$ cat config.mk
export PLATFORM = sky130hd
export DESIGN_NAME = flags_exec_sequencer
export DESIGN_NICKNAME = d
export VERILOG_FILES = /design/src/rtl/seq_pkg.sv /design/src/rtl/cond_eval.sv /design/src/rtl/flags_exec_sequencer.sv
export SDC_FILE = /design/constraint.sdc
export NUM_CORES = 1
export LEC_CHECK = 0
export CAP_MARGIN = 20
export CORE_MARGIN = 4
export CORE_UTILIZATION = 42
export DETAILED_ROUTE_END_ITERATION = 16
export PLACE_DENSITY = 0.82
export SYNTH_ARGS = -nofsm -noshare
export SYNTH_HDL_FRONTEND = slang
export SYNTH_SLANG_ARGS = --single-unit
$ cat constraint.sdc
create_clock -name clk -period 3.2 [get_ports clk]
set_input_delay 0.96 -clock clk [delete_from_list [all_inputs] [get_ports clk]]
set_output_delay 0.96 -clock clk [all_outputs]
set_load 0.005 [all_outputs]
$ cat src/rtl/seq_pkg.sv
// Shared types and constants for the SPAM-1 fetch/execute sequencer.
// Status flags are active-low, packed as czonENGL with c in the MSB.
package seq_pkg;

  localparam int NFLAGS = 8;
  localparam int COND_W = 4;

  typedef enum logic [1:0] {
    ST_IDLE  = 2'd0,
    ST_FETCH = 2'd1,
    ST_EXEC  = 2'd2
  } seq_state_e;

  localparam logic [COND_W-1:0] COND_A     = 4'd0;
  localparam logic [COND_W-1:0] COND_C     = 4'd1;
  localparam logic [COND_W-1:0] COND_Z     = 4'd2;
  localparam logic [COND_W-1:0] COND_O     = 4'd3;
  localparam logic [COND_W-1:0] COND_N     = 4'd4;
  localparam logic [COND_W-1:0] COND_EQ    = 4'd5;
  localparam logic [COND_W-1:0] COND_NE    = 4'd6;
  localparam logic [COND_W-1:0] COND_GT    = 4'd7;
  localparam logic [COND_W-1:0] COND_LT    = 4'd8;
  localparam logic [COND_W-1:0] COND_NC    = 4'd9;
  localparam logic [COND_W-1:0] COND_NZ    = 4'd10;
  localparam logic [COND_W-1:0] COND_NO    = 4'd11;
  localparam logic [COND_W-1:0] COND_NN    = 4'd12;
  localparam logic [COND_W-1:0] COND_DI    = 4'd13;
  localparam logic [COND_W-1:0] COND_DO    = 4'd14;
  localparam logic [COND_W-1:0] COND_NEVER = 4'd15;

  // Bit positions within czonENGL (E/N/G/L are the comparator equal/not-equal/greater/less flags)
  localparam int FLAG_C  = 7;
  localparam int FLAG_Z  = 6;
  localparam int FLAG_O  = 5;
  localparam int FLAG_N  = 4;
  localparam int FLAG_EQ = 3;
  localparam int FLAG_NE = 2;
  localparam int FLAG_GT = 1;
  localparam int FLAG_LT = 0;

  function automatic logic [31:0] condName(input logic [COND_W-1:0] cond);
    logic [31:0] name;
    case (cond)
      COND_A:  name = "A   ";
      COND_C:  name = "C   ";
      COND_Z:  name = "Z   ";
      COND_O:  name = "O   ";
      COND_N:  name = "N   ";
      COND_EQ: name = "EQ  ";
      COND_NE: name = "NE  ";
      COND_GT: name = "GT  ";
      COND_LT: name = "LT  ";
      COND_NC: name = "NC  ";
      COND_NZ: name = "NZ  ";
      COND_NO: name = "NO  ";
      COND_NN: name = "NN  ";
      COND_DI: name = "DI  ";
      COND_DO: name = "DO  ";
      default: name = "NEVR";
    endcase
    return name;
  endfunction

endpackage

$ cat src/rtl/cond_eval.sv
// Combinational condition evaluator: maps a condition code and the
// active-low status/UART flags to an active-low "condition true".
module cond_eval
  import seq_pkg::*;
(
  input  logic [COND_W-1:0] condition,
  input  logic [NFLAGS-1:0] flags_czonENGL,
  input  logic              _flag_di,
  input  logic              _flag_do,
  output logic              _cond_true
);

  logic cond_true;

  always_comb begin
    cond_true = 1'b0;
    case (condition)
      COND_A:     cond_true = 1'b1;
      COND_C:     cond_true = ~flags_czonENGL[FLAG_C];
      COND_Z:     cond_true = ~flags_czonENGL[FLAG_Z];
      COND_O:     cond_true = ~flags_czonENGL[FLAG_O];
      COND_N:     cond_true = ~flags_czonENGL[FLAG_N];
      COND_EQ:    cond_true = ~flags_czonENGL[FLAG_EQ];
      COND_NE:    cond_true = ~flags_czonENGL[FLAG_NE];
      COND_GT:    cond_true = ~flags_czonENGL[FLAG_GT];
      COND_LT:    cond_true = ~flags_czonENGL[FLAG_LT];
      COND_NC:    cond_true = flags_czonENGL[FLAG_C];
      COND_NZ:    cond_true = flags_czonENGL[FLAG_Z];
      COND_NO:    cond_true = flags_czonENGL[FLAG_O];
      COND_NN:    cond_true = flags_czonENGL[FLAG_N];
      COND_DI:    cond_true = ~_flag_di;
      COND_DO:    cond_true = ~_flag_do;
      default:    cond_true = 1'b0;
    endcase
  end

  assign _cond_true = ~cond_true;

endmodule

$ cat src/rtl/flags_exec_sequencer.sv
// Two-phase FETCH/EXEC sequencer owning the active-low czonENGL status register.
// Define SEQ_HOLD_EN to expose the 'hold' stall input; otherwise hold is tied low.
module flags_exec_sequencer
  import seq_pkg::*;
(
  input  logic              clk,
  input  logic              reset,
  input  logic [COND_W-1:0] condition,
  input  logic              _set_flags,
  input  logic [NFLAGS-1:0] alu_flags_czonENGL,
  input  logic              _flag_di,
  input  logic              _flag_do,
`ifdef SEQ_HOLD_EN
  input  logic              hold,
`endif
  output logic              phase_fetch,
  output logic              phase_exec,
  output logic              _do_exec,
  output logic [NFLAGS-1:0] flags_czonENGL,
  output logic              flags_load,
  output logic              pc_inc
);

`ifndef SEQ_HOLD_EN
  logic hold;
  assign hold = 1'b0;
`endif

  seq_state_e        state_q, state_d;
  logic              _do_exec_q, _do_exec_d;
  logic [NFLAGS-1:0] flags_q, flags_d;
  logic              _cond_true;

  // Condition sees only the registered flags, so instruction N's load is visible to N+1
  cond_eval u_cond_eval (
    .condition      (condition),
    .flags_czonENGL (flags_q),
    ._flag_di       (_flag_di),
    ._flag_do       (_flag_do),
    ._cond_true     (_cond_true)
  );

  always_comb begin
    state_d    = state_q;
    _do_exec_d = _do_exec_q;
    flags_d    = flags_q;
    flags_load = (state_q == ST_EXEC) & ~_do_exec_q & ~_set_flags & ~hold;
    pc_inc     = (state_q == ST_EXEC) & ~hold;
    case (state_q)
      ST_IDLE: state_d = ST_FETCH;
      ST_FETCH: begin
        if (!hold) begin
          state_d    = ST_EXEC;
          _do_exec_d = _cond_true;
        end
      end
      ST_EXEC: begin
        if (!hold) begin
          state_d    = ST_FETCH;
          _do_exec_d = 1'b1;
        end
      end
      default: begin
        state_d    = ST_IDLE;
        _do_exec_d = 1'b1;
      end
    endcase
    if (flags_load) flags_d = alu_flags_czonENGL;
  end

  always_ff @(posedge clk or posedge reset) begin
    if (reset) begin
      state_q    <= ST_IDLE;
      _do_exec_q <= 1'b1;
      flags_q    <= '1;
    end else begin
      state_q    <= state_d;
      _do_exec_q <= _do_exec_d;
      flags_q    <= flags_d;
    end
  end

  assign phase_fetch    = (state_q == ST_FETCH);
  assign phase_exec     = (state_q == ST_EXEC);
  assign _do_exec       = _do_exec_q;
  assign flags_czonENGL = flags_q;

endmodule
# ---- Word-level counts from Yosys, hierarchy flattened
# Cells that the tools add are included.
dict set report totals {
  out_inout_bits 13
  input_bits 17
  word_cells 40
  reg_bits 11
}
dict set report classes {
  n_eq_ne 16
  mux 3
  reduce_logical 3
  n_bitwise 15
}
# cell count
set ops {}
lappend ops {{$eq A4 B4 Y1 const B} 7}
lappend ops {{$eq A4 B3 Y1 const B} 4}
lappend ops {{$pmux W1 S15} 1}
lappend ops {{$not A1 Y1} 13}
lappend ops {{$eq A4 B2 Y1 const B} 2}
lappend ops {{$eq A4 B1 Y1 const B} 1}
lappend ops {{$logic_not A4 Y1} 1}
lappend ops {{$pmux W2 S2} 1}
lappend ops {{$and A1 B1 Y1} 2}
lappend ops {{$eq A2 B1 Y1 const B} 1}
lappend ops {{$eq A2 B2 Y1 const B} 1}
lappend ops {{$logic_not A2 Y1} 1}
lappend ops {{$pmux W1 S2} 1}
lappend ops {{$reduce_or A2 Y1} 1}

# ---- Logic depth before layout (Yosys ltp)
dict set report logic_depth {
  depth_word 4
  ltp_mapped 5
  ltp_nobuf 4
}

# ---- Hierarchy
# A second synthesis with hierarchy kept.
dict set report hier_totals {
  hier_cells 52
  area_unflattened_um2 618.1
}
# module instances cells_each area_each_um2
set by_module_without_submodules {}
lappend by_module_without_submodules {flags_exec_sequencer 1 27 446.7}
lappend by_module_without_submodules {cond_eval 1 25 171.4}

# ---- Worst setup path before layout
# No wires, ideal clock.
dict set report synth_timing {
  path_kind {input to output}
  start {input port _set_flags}
  end {output port flags_load}
  t_required_ns 2.240
  stages 2
  arrival_ns 1.290
  slack_ns 0.950
  path_cell_list {nor3b_2 > buf_6}
}
dict set report synth_between {
  elab_chain_len 2
}
# item line
set synth_lines {}
lappend synth_lines {{start, declared} flags_exec_sequencer.sv:9} ;# input logic _set_flags,
lappend synth_lines {{$not A1 Y1} flags_exec_sequencer.sv:47} ;# flags_load = (state_q == ST_EXEC) & ~_do_exec_q & ~_set_flags & ~hold;
lappend synth_lines {{$and A1 B1 Y1} flags_exec_sequencer.sv:47}
lappend synth_lines {{end, declared} flags_exec_sequencer.sv:20} ;# output logic flags_load,
# Every way passes these cells.

# ---- Worst setup path in the final report
# Ends and elaborated chain as after synthesis.

==> results.toml <==
[outcome]
status = "completed"

[routing]
viasPerCell = 5.52
dr.first_iter.drc_count = 11
drt_pass1_iterations = 4
detail_route.wl_per_cell_um = 15.5
wl_mm = 1.57
drc_errors = 0
num_vias = 558
ant_nets = 0

[floorplan]
die_x_um = 47.2
core_sq_mm = 0.00137
ios = 30
initial_core_util = 0.472
fp.dieArea_sq_mm = 0.00223
fp.dieH_um = 47.2
rows = 13

[synthesis]
synthArstFlopShare = 1.00
synth-compound-area-share = 0.0660
yosysWarningCount = 0
synth-main-ff-cell = "dfstp_2"
yosys-top-cells-count = "dfstp_2, mux2_4, nor2_1"
synth-seq-cells = 11
synth_fa_ha_area_frac = 0
ys_seq_area_frac = 0.445
synth_mux_area_frac = 0.186
mappedNetlistArea_sq_um = 644
yosysMostFrequentCell = "dfstp_2"
synth_xor_xnor_area_share = 0.0272
yosys-top-cells-area = "dfstp_2, mux2_4, dfrtp_1"
netlist.area_leader.share = 0.367
avgSynthCellArea_sq_um = 11.3
synth_edf_count = 0
syn_inst = 57
yosys.area.top_type = "dfstp_2"
syn_nets = 74
yosys.area_share.simple = 0.212
synth.distinct_cells = 25
synth_top_family_by_area = "simple AND/OR/NAND/NOR gates"

[cts]
postCtsSetupBuffers = 0
cts.sink_count = 11
cts_htree_levels = 1
cts-root-buf = "clkbuf_4"
clk-insertion-delay-late_ns = 0.27
numCtsBuffers = 3
cts_hold_buf = 0
clkTransAtPathRegs_ns = 0.07
cts_tree = "built"
cts_max_path_buffers = 2
cts_resized = 0

[finish]
final_nets = 104
drive_gt1_frac = 0.267
multi_input_area_sq_um = 317
nFillCells = 109
syn2layout_area_growth_pct = 48.0
n_antenna_cell = 0
final_util = 0.698
fin_area_sq_um = 953
seqCellArea_sq_um = 287

[setup_path]
critPathMostFrequentCell = "clkdlybuf4s50_1"
start_kind = "primary input"
crit_path_end_kind = "output port"
cp.required_ns = 2.24
arrival_ns = 2.18
critPathSlowestCell = "clkdlybuf4s50_1"
criticalPathCategory = "in -> out"
cp_cell_sequence = "clkdlybuf4s50_1 > nor3b_2 > clkdlybuf4s50_1"
crit_fanout = 2
crit_path_max_incr_delay_ns = 0.56

[placed_design]
dpl-instance-area_sq_um = 927
dpl.hpwl_mm = 1.21
place_congestion = 0.687
port_buffers = 29

[power]
p_leak_uw = 0.000368
powerDensity_mw_per_mm2 = 505
vdd_drop_max_uv = 348
finalPower_uw = 481

[grt]
track_usage = 0.175
grt_pass1_vias = 582
grt_max_degree = 14
overflow = 0
grt_antenna_before_repair = 0
grt_pass1_wl_mm = 2.55

[worst_hold_path]
hp-class = "reg -> reg"

[sta]
fmax_mhz = 319
hold_viol = 0
hold_slack_ns = 0.479
fin_skew_ns = 0.00579
worst_pin_slew_ns = 0.404
rsz0062_at_grt = "false"
slew_violations = 0
period_needed_ns = 3.14
max-slew-margin-rel = 0.730
tns_ns = 0
period_share = 0.981
setup_viol = 0

[job]
drv_cap = 0
[critical path: cells and delay by family]
family / cells / cell delay (ns)
AND/OR/NAND/NOR: 1 / 0.25
buffers and inverters: 2 / 0.97
[power by group]
| part | internal, uW | switching [uW] |
|---|---|---|
| Sequential | 192 | 30.3 |
| Combinational | 118 | 44.2 |
| Clock | 48.4 | 48.0 |
| Total | 359 | 122 |
[path summary, 6_finish.rpt]
kind / from / endpoint / slack, ns / depth (start not counted)
worst max-delay path: _set_flags / flags_load / 0.06 / 3
worst min-delay path: state_q[1]$_DFF_PP0_ / state_q[1]$_DFF_PP0_ / 0.48 / 1
worst max register to register: state_q[0]$_DFF_PP0_ / flags_czonENGL[2]$_DFFE_PP1P_ / 1.71 / 4
worst min register to register: state_q[1]$_DFF_PP0_ / state_q[1]$_DFF_PP0_ / 0.48 / 1
max in group asynchronous: reset / flags_czonENGL[5]$_DFFE_PP1P_ / 1.91 / 2
min in group asynchronous: reset / state_q[0]$_DFF_PP0_ / 0.97 / 2
[registers in the layout, indices dropped and copies added (netlist names)]
signal          count
_do_exec            1
flags_czonENGL      8
state_q             2
[layer usage]
| layer | up-vias | global-route usage | part of all wire |
|---|---|---|---|
| met3 | 5 | 0.0613 | 0.068 |
| met5 | - | 0 | 0 |
| met2 | 28 | 0.276 | 0.50 |
| met1 | 266 | 0.205 | 0.41 |
| li1 | 259 | - | - |
| met4 | 0 | 0.0994 | 0.022 |
[area by class of cell]
| cell class | instances | area share |
|---|---|---|
| clock buffers | 4 | 0.0276 |
| multi-input cells | 39 | 0.332 |
| repair buffers | 30 | 0.312 |
| flip-flops and latches | 11 | 0.301 |
| inverters | 2 | 0.00787 |
| well taps | 15 | 0.0197 |
[metrics by stage]
| stage | worst slack (ns) | cells |
|---|---|---|
| after floorplan | 0.950 | 57 |
| after global placement | 0.0525 | 97 |
| after detailed placement | 0.0651 | 97 |
| after CTS | 0.0529 | 101 |
| after global routing | 0.00872 | 101 |
| final | 0.0618 | 101 |
[placed cells by master, fill, tap and decap left out, types with 2 or more instances in the layout]
master           count
a21oi_1              2
clkbuf_4             3
clkdlybuf4s50_1     29
dfrtp_1              2
dfstp_2              9
inv_1                2
mux2_4               8
nand3_1              2
nand3b_1             2
nor2_1               6
nor3_1               2
nor3b_1              4
o21ai_0              2
[cells by family (layout without fill, tap and decap cells)]
logic type / count (synthesis) / after routing
compound gates: 7 / 7
xor+xnor: 2 / 2
buf+inv: 7 / 36
flops: 11 / 11
mux: 8 / 8
simple gates: 22 / 22
(Power assumes the default switching activity.)
